[config.mk]
export PLATFORM = sky130hd
export DESIGN_NAME = mem_bus_arbiter
export DESIGN_NICKNAME = d
export VERILOG_FILES = /design/src/rtl/mem_bus_arbiter.sv
export SDC_FILE = /design/constraint.sdc
export NUM_CORES = 1
export LEC_CHECK = 0
export ABC_AREA = 1
export CAP_MARGIN = 10
export CORE_AREA = 2 2 152 154
export CTS_BUF_LIST = sky130_fd_sc_hd__clkbuf_4 sky130_fd_sc_hd__clkbuf_8
export CTS_CLUSTER_SIZE = 28
export DETAILED_ROUTE_END_ITERATION = 7
export DIE_AREA = 0 0 154 156
export HOLD_SLACK_MARGIN = 0.12
export PLACE_DENSITY = 0.61
export SETUP_SLACK_MARGIN = 0.5
export SKIP_LAST_GASP = 1
export SYNTH_ARGS = -nofsm -noshare
export SYNTH_HDL_FRONTEND = slang
export SYNTH_SLANG_ARGS = --single-unit
[constraint.sdc]
create_clock -name clk -period 4.8 [get_ports clk]
set_input_delay 0.96 -clock clk [delete_from_list [all_inputs] [get_ports clk]]
set_output_delay 0.96 -clock clk [all_outputs]
set_load 0.02 [all_outputs]
[src/rtl/mem_bus_arbiter.sv]
// mem_bus_arbiter
//   Arbitrates the icache and dcache request ports onto a single memory bus.
//   The grant is combinational, so mem_req_* follows the winning request in
//   the same cycle. A 16-entry owner table, indexed by the tag that memory
//   accepts, sends each data return back to the requester that issued the
//   load.
//
//   Command encoding: 0 = BUS_NONE, 1 = BUS_LOAD, 2 = BUS_STORE.
//
//   Configuration macro:
//     MEM_ARB_RR_EN  defined   -> round-robin conflict resolution
//                                 (uses a one-bit pointer)
//                    undefined -> fixed dcache priority, no pointer state
//
//   Ports:
//     clk, rst            clock; synchronous active-high reset
//     ic_req_cmd/addr     icache request (BUS_NONE / BUS_LOAD)
//     dc_req_cmd/addr/data dcache request (BUS_NONE / BUS_LOAD / BUS_STORE)
//     mem_resp_code       tag memory accepted this cycle; 0 = rejected
//     mem_resp_data/tag   data return; tag 0 = no return
//     mem_req_cmd/addr/data granted request presented to memory
//     ic_hold, dc_hold    requester lost arbitration this cycle
//     ic/dc_resp_code     mem_resp_code copy for the granted requester, else 0
//     ic/dc_resp_tag      routed return tag for the owning requester, else 0
//     resp_data           mem_resp_data passed through
//     outstanding_cnt     number of valid owner-table entries
module mem_bus_arbiter #(
  parameter int unsigned SYS_XLEN = 32
) (
  input  logic                clk,
  input  logic                rst,
  input  logic [1:0]          ic_req_cmd,
  input  logic [SYS_XLEN-1:0] ic_req_addr,
  input  logic [1:0]          dc_req_cmd,
  input  logic [SYS_XLEN-1:0] dc_req_addr,
  input  logic [63:0]         dc_req_data,
  input  logic [3:0]          mem_resp_code,
  input  logic [63:0]         mem_resp_data,
  input  logic [3:0]          mem_resp_tag,
  output logic [1:0]          mem_req_cmd,
  output logic [SYS_XLEN-1:0] mem_req_addr,
  output logic [63:0]         mem_req_data,
  output logic                ic_hold,
  output logic                dc_hold,
  output logic [3:0]          ic_resp_code,
  output logic [3:0]          dc_resp_code,
  output logic [3:0]          ic_resp_tag,
  output logic [3:0]          dc_resp_tag,
  output logic [63:0]         resp_data,
  output logic [4:0]          outstanding_cnt
);

  localparam logic [1:0] BUS_NONE = 2'd0;
  localparam logic [1:0] BUS_LOAD = 2'd1;

  // Owner bit: 1 = dcache, 0 = icache.
  logic [15:0] valid_q, valid_d;
  logic [15:0] owner_q, owner_d;
  logic [4:0]  cnt_q, cnt_d;

  logic ic_req, dc_req, conflict, dc_first;
  logic grant_ic, grant_dc;
  logic [1:0] gnt_cmd;
  logic alloc, retire, alloc_inc;

`ifdef MEM_ARB_RR_EN
  // 0 = dcache wins the next conflict, 1 = icache wins it.
  logic rr_ptr_q, rr_ptr_d;

  always_comb begin
    dc_first = ~rr_ptr_q;
    rr_ptr_d = rr_ptr_q;
    // The conflict winner always matches the pointer, so toggling hands the
    // next conflict to the loser.
    if (conflict) begin
      rr_ptr_d = ~rr_ptr_q;
    end
  end

  always_ff @(posedge clk) begin
    if (rst) begin
      rr_ptr_q <= 1'b0;
    end else begin
      rr_ptr_q <= rr_ptr_d;
    end
  end
`else
  always_comb begin
    dc_first = 1'b1;
  end
`endif

  // Grant selection.
  always_comb begin
    ic_req   = (ic_req_cmd != BUS_NONE);
    dc_req   = (dc_req_cmd != BUS_NONE);
    conflict = ic_req & dc_req;
    grant_dc = dc_req & (~ic_req | dc_first);
    grant_ic = ic_req & ~grant_dc;
    gnt_cmd  = BUS_NONE;
    if (grant_dc) begin
      gnt_cmd = dc_req_cmd;
    end else if (grant_ic) begin
      gnt_cmd = ic_req_cmd;
    end
  end

  // Owner-table and counter next state.
  always_comb begin
    valid_d = valid_q;
    owner_d = owner_q;
    retire  = (mem_resp_tag != 4'd0) && valid_q[mem_resp_tag];
    alloc   = (gnt_cmd == BUS_LOAD) && (mem_resp_code != 4'd0);
    // A retire of the same tag frees the slot this cycle, so the allocate
    // counts. An allocate onto a still-valid entry only replaces the owner.
    alloc_inc = alloc && (!valid_q[mem_resp_code] ||
                          (retire && (mem_resp_tag == mem_resp_code)));
    if (retire) begin
      valid_d[mem_resp_tag] = 1'b0;
    end
    // Applied after the retire so a same-tag allocate wins.
    if (alloc) begin
      valid_d[mem_resp_code] = 1'b1;
      owner_d[mem_resp_code] = grant_dc;
    end
    cnt_d = cnt_q + {4'd0, alloc_inc} - {4'd0, retire};
  end

  always_ff @(posedge clk) begin
    if (rst) begin
      valid_q <= '0;
      owner_q <= '0;
      cnt_q   <= '0;
    end else begin
      valid_q <= valid_d;
      owner_q <= owner_d;
      cnt_q   <= cnt_d;
    end
  end

  // Outputs; all forced to zero while rst is high.
  always_comb begin
    mem_req_cmd     = BUS_NONE;
    mem_req_addr    = '0;
    mem_req_data    = '0;
    ic_hold         = 1'b0;
    dc_hold         = 1'b0;
    ic_resp_code    = '0;
    dc_resp_code    = '0;
    ic_resp_tag     = '0;
    dc_resp_tag     = '0;
    resp_data       = '0;
    outstanding_cnt = '0;
    if (!rst) begin
      mem_req_cmd = gnt_cmd;
      if (grant_dc) begin
        mem_req_addr = dc_req_addr;
        mem_req_data = dc_req_data;
        dc_resp_code = mem_resp_code;
      end else if (grant_ic) begin
        mem_req_addr = ic_req_addr;
        ic_resp_code = mem_resp_code;
      end
      ic_hold = ic_req & ~grant_ic;
      dc_hold = dc_req & ~grant_dc;
      if (retire) begin
        if (owner_q[mem_resp_tag]) begin
          dc_resp_tag = mem_resp_tag;
        end else begin
          ic_resp_tag = mem_resp_tag;
        end
      end
      resp_data       = mem_resp_data;
      outstanding_cnt = cnt_q;
    end
  end

endmodule

==> impl_metrics.py, run 1 <==
metrics = {
    "floorplanning": {
        "core_area_um2": 22400,
        "die_h_um": 156,
        "die_w_um": 154,
        "start_util": 0.170,
        "rows": 55,
        "io_pins": 391,
        "dieArea_um2": 24000,
    },
    "place": {
        "place_congestion": 0.946,
        "dp_slack_ns": 0.595,
        "dp_cells": 1412,
        "dp_hpwl_um": 17800,
        "port_buffers": 389,
    },
    "cts": {
        "root_buffer": "clkbuf_8",
        "cts_max_level": 2,
        "ctsHoldBuffers": 0,
        "clkSlewWorstSetupHoldPaths_ns": 0.08,
        "cts_sinks": 37,
        "cts_setup_buffers": 0,
        "cts_buffers": 5,
        "cts_tree": "done",
        "clock_latency_ns": 0.30,
        "clockBufferDepth": 2,
    },
    "timing": {
        "rsz0062_at_grt": "yes",
        "tns_ns": 0,
        "worstMarginPinSlew_ns": 0.674,
        "fin_crit_ns": 4.13,
        "slew_headroom": 0.550,
        "fin_ws_ns": 0.666,
        "hold_violations": 0,
        "clock_skew_ns": 0.00592,
        "slew_viol_final": 0,
        "finalCritPeriodShare": 0.861,
        "setup-violations-final": 0,
        "max_freq_mhz": 242,
    },
    "worst_setup_path": {
        "crit_required_ns": 3.84,
        "r2r_start": "valid_q[9]$_SDFF_PP0_",
        "r2r_slack_ns": 2.23,
        "critPathCaptureType": "primary output",
        "path_class": "input port to primary output",
        "worstPathArrival_ns": 3.17,
        "crit_path_max_incr_delay_ns": 0.61,
        "critPathMaxFanout": 6,
        "worstReg2RegEnd": "cnt_q[4]$_SDFF_PP0_",
        "crit_path_cell_trace": "clkdlybuf4s50_1 > inv_1 > nor2_1 > nand2_1 > nand2_1 > inv_2 > nand2_2 > nand3_2 > nor2_1 > clkdlybuf4s50_1",
        "crit_slowest_cell": "clkdlybuf4s50_1",
        "ff2ff_path_depth": 19,
        "startpoint_type": "input port",
    },
    "finish": {
        "multi_input_area_um2": 2250,
        "final.fill_count": 2426,
        "register_area_um2": 741,
        "final_cells": 1421,
        "syn_to_final_growth_pct": 114,
        "drive_above_1_share": 0.0379,
        "nNetsFinal": 1346,
    },
    "route": {
        "drt-initial-drc-count": 312,
        "totalWireLength_um": 21000,
        "post-route-drc-count": 0,
        "num_vias": 5709,
        "via_per_inst": 4.02,
        "first_pass_iters": 7,
        "avgRoutedWirePerCell_um": 14.8,
        "postRouteAntennaNets": 0,
    },
    "pwr": {
        "power_density_nw_per_um2": 166,
        "peakVddDrop_mv": 0.108,
        "p_leak_nw": 3.72,
    },
    "logic_synthesis": {
        "synth.mux.area_fraction": 0,
        "synth_nets": 976,
        "syn_inst": 764,
        "async_flop_share": 0,
        "yosys.cell_types.count": 30,
        "synth_xor_area_frac": 0.00922,
        "synth-seq-cells": 37,
        "synth_top_family_by_area": "simple AND/OR/NAND/NOR gates",
        "synthFlopType": "dfxtp_1",
        "synth-edff-count": 0,
        "ys_warn_count": 0,
        "synth-compound-area-share": 0.114,
        "yosysTopAreaCellShare": 0.215,
        "yosysTopAreaCell": "nand2_1",
        "synth_fa_ha_area_frac": 0.0217,
        "ys_seq_area_frac": 0.195,
        "synth_area_um2": 3800,
        "avgSynthCellArea_um2": 4.98,
        "ys_top_cells_by_area": "nand2_1 22%, dfxtp_1 19%, nor2_1 16%, inv_1 16%, a21oi_1 8.7%",
        "synth-simple-area-share": 0.445,
    },
    "min_path": {
        "hold_start": "valid_q[0]$_SDFF_PP0_",
        "hp-class": "register to register",
        "hold_path_depth": 2,
        "min_to": "valid_q[0]$_SDFF_PP0_",
    },
    "grt": {
        "grt_overflow": 0,
        "grt_max_degree": 68,
        "track_usage": 0.166,
        "grt_pass1_vias": 5501,
        "grt_pass1_wl_um": 31400,
        "antenna_found_initial": 1,
    },
    "job": {
        "cap_violations": 0,
    },
    "outcome": {
        "outcome": "finished clean",
    },
}
[final cells by class]
cell class              instances  share of cell area
repair buffers                400               0.491
well taps                     285              0.0439
clock inverters                 3             0.00848
inverters                     170              0.0789
clock buffers                   5             0.00848
diodes                          1            0.000308
multi-input cells             520               0.278
flip-flops and latches         37              0.0913
[metal layers]
metal  track usage  part of all wire  vias to the layer above
li1              -                 -                     2969
met1         0.207              0.42                     2456
met2         0.283              0.47                      269
met3        0.0542              0.10                       15
met4        0.0271            0.0086                        0
met5             0                 0                        -
[synthesized netlist by cell type (all sizes together), types with 3 or more instances]
cell / n
nand2: 221
nor2: 172
inv: 169
a21oi: 68
dfxtp: 37
buf: 19
nand3: 19
clkbuf: 18
o21ai: 13
nand4: 8
nor3: 6
ha: 5
xor2: 3
[logic make-up after synthesis]
family,Yosys count
AND/OR/NAND/NOR,426
adder cells (fa/ha/maj),6
flip-flops,37
AO/OA/AOI/OAI,83
XOR/XNOR,4
buffers and inverters,207
other,1
[worst max-delay path by stage]
stage	from	slack, ns	endpoint
after floorplan	mem_resp_tag[0]	1.76	cnt_q[4]$_SDFF_PP0_
after global placement	dc_req_cmd[1]	0.60	mem_req_data[48]
after detailed placement	mem_resp_tag[1]	0.60	dc_resp_tag[0]
after CTS	mem_resp_tag[1]	0.59	dc_resp_tag[0]
after global routing	mem_resp_tag[0]	0.47	dc_resp_tag[0]
final	mem_resp_tag[3]	0.67	dc_resp_tag[0]
[where the power goes]
group | leakage (nW) | internal (mW) | switching, mW
Combinational | 3.35 | 0.348 | 0.336
Clock | 0.0688 | 0.209 | 0.125
Sequential | 0.299 | 0.319 | 0.00792
Total | 3.72 | 0.877 | 0.469
[placed cells by master (no fill, tap or decap), types with 2 or more instances in the layout]
master / count
inv_2: 5
o21ai_1: 3
nor2_2: 7
dfxtp_1: 37
nor2_1: 165
nor3_1: 5
nand4_1: 8
clkdlybuf4s50_1: 385
nand2_2: 4
buf_6: 2
dlymetal6s2s_1: 2
xor2_1: 3
o21ai_0: 10
inv_1: 163
bufinv_16: 2
clkbuf_8: 5
nand2_1: 217
ha_1: 5
nand3_2: 2
buf_4: 11
nand3_1: 17
a21oi_1: 66
[stage by stage]
stage | util | hold slack, ns | cell area, µm² | power [mW]
floorplan | - | 0.412 | 3800 | 0.629
global placement | 0.356 | 0.440 | 7960 | 1.02
detailed placement | 0.356 | 0.450 | 7960 | 1.02
CTS | 0.362 | 0.464 | 8100 | 1.35
global route | 0.363 | 0.472 | 8110 | 1.42
finish | 0.363 | 0.457 | 8120 | 1.35
[flip-flops by register name (all words and copies together) (netlist names)]
register and cells:
owner_q 16, valid_q 16, cnt_q 5
[timing repair]
action,CTS,global route
resized for setup,0,7
endpoints found under the setup margin,0,7
hold endpoints to repair,0,0
[critical path, delay by kind of cell]
family | cells | cell delay, ns
buffers and inverters | 4 | 1.29
AND/OR/NAND/NOR | 6 | 0.91
(Power assumes the default switching activity.)
==> run 2: changes to the inputs <==
--- a/config.mk
+++ b/config.mk
@@ -15,6 +15,7 @@
 export HOLD_SLACK_MARGIN = 0.12
 export PLACE_DENSITY = 0.61
 export SETUP_SLACK_MARGIN = 0.5
+export SKIP_CTS_REPAIR_TIMING = 1
 export SKIP_LAST_GASP = 1
 export SYNTH_ARGS = -nofsm -noshare
 export SYNTH_HDL_FRONTEND = slang
==> results of run 2 <==
Same layout as run 1: the final DEF is identical, and so are final timing and power.
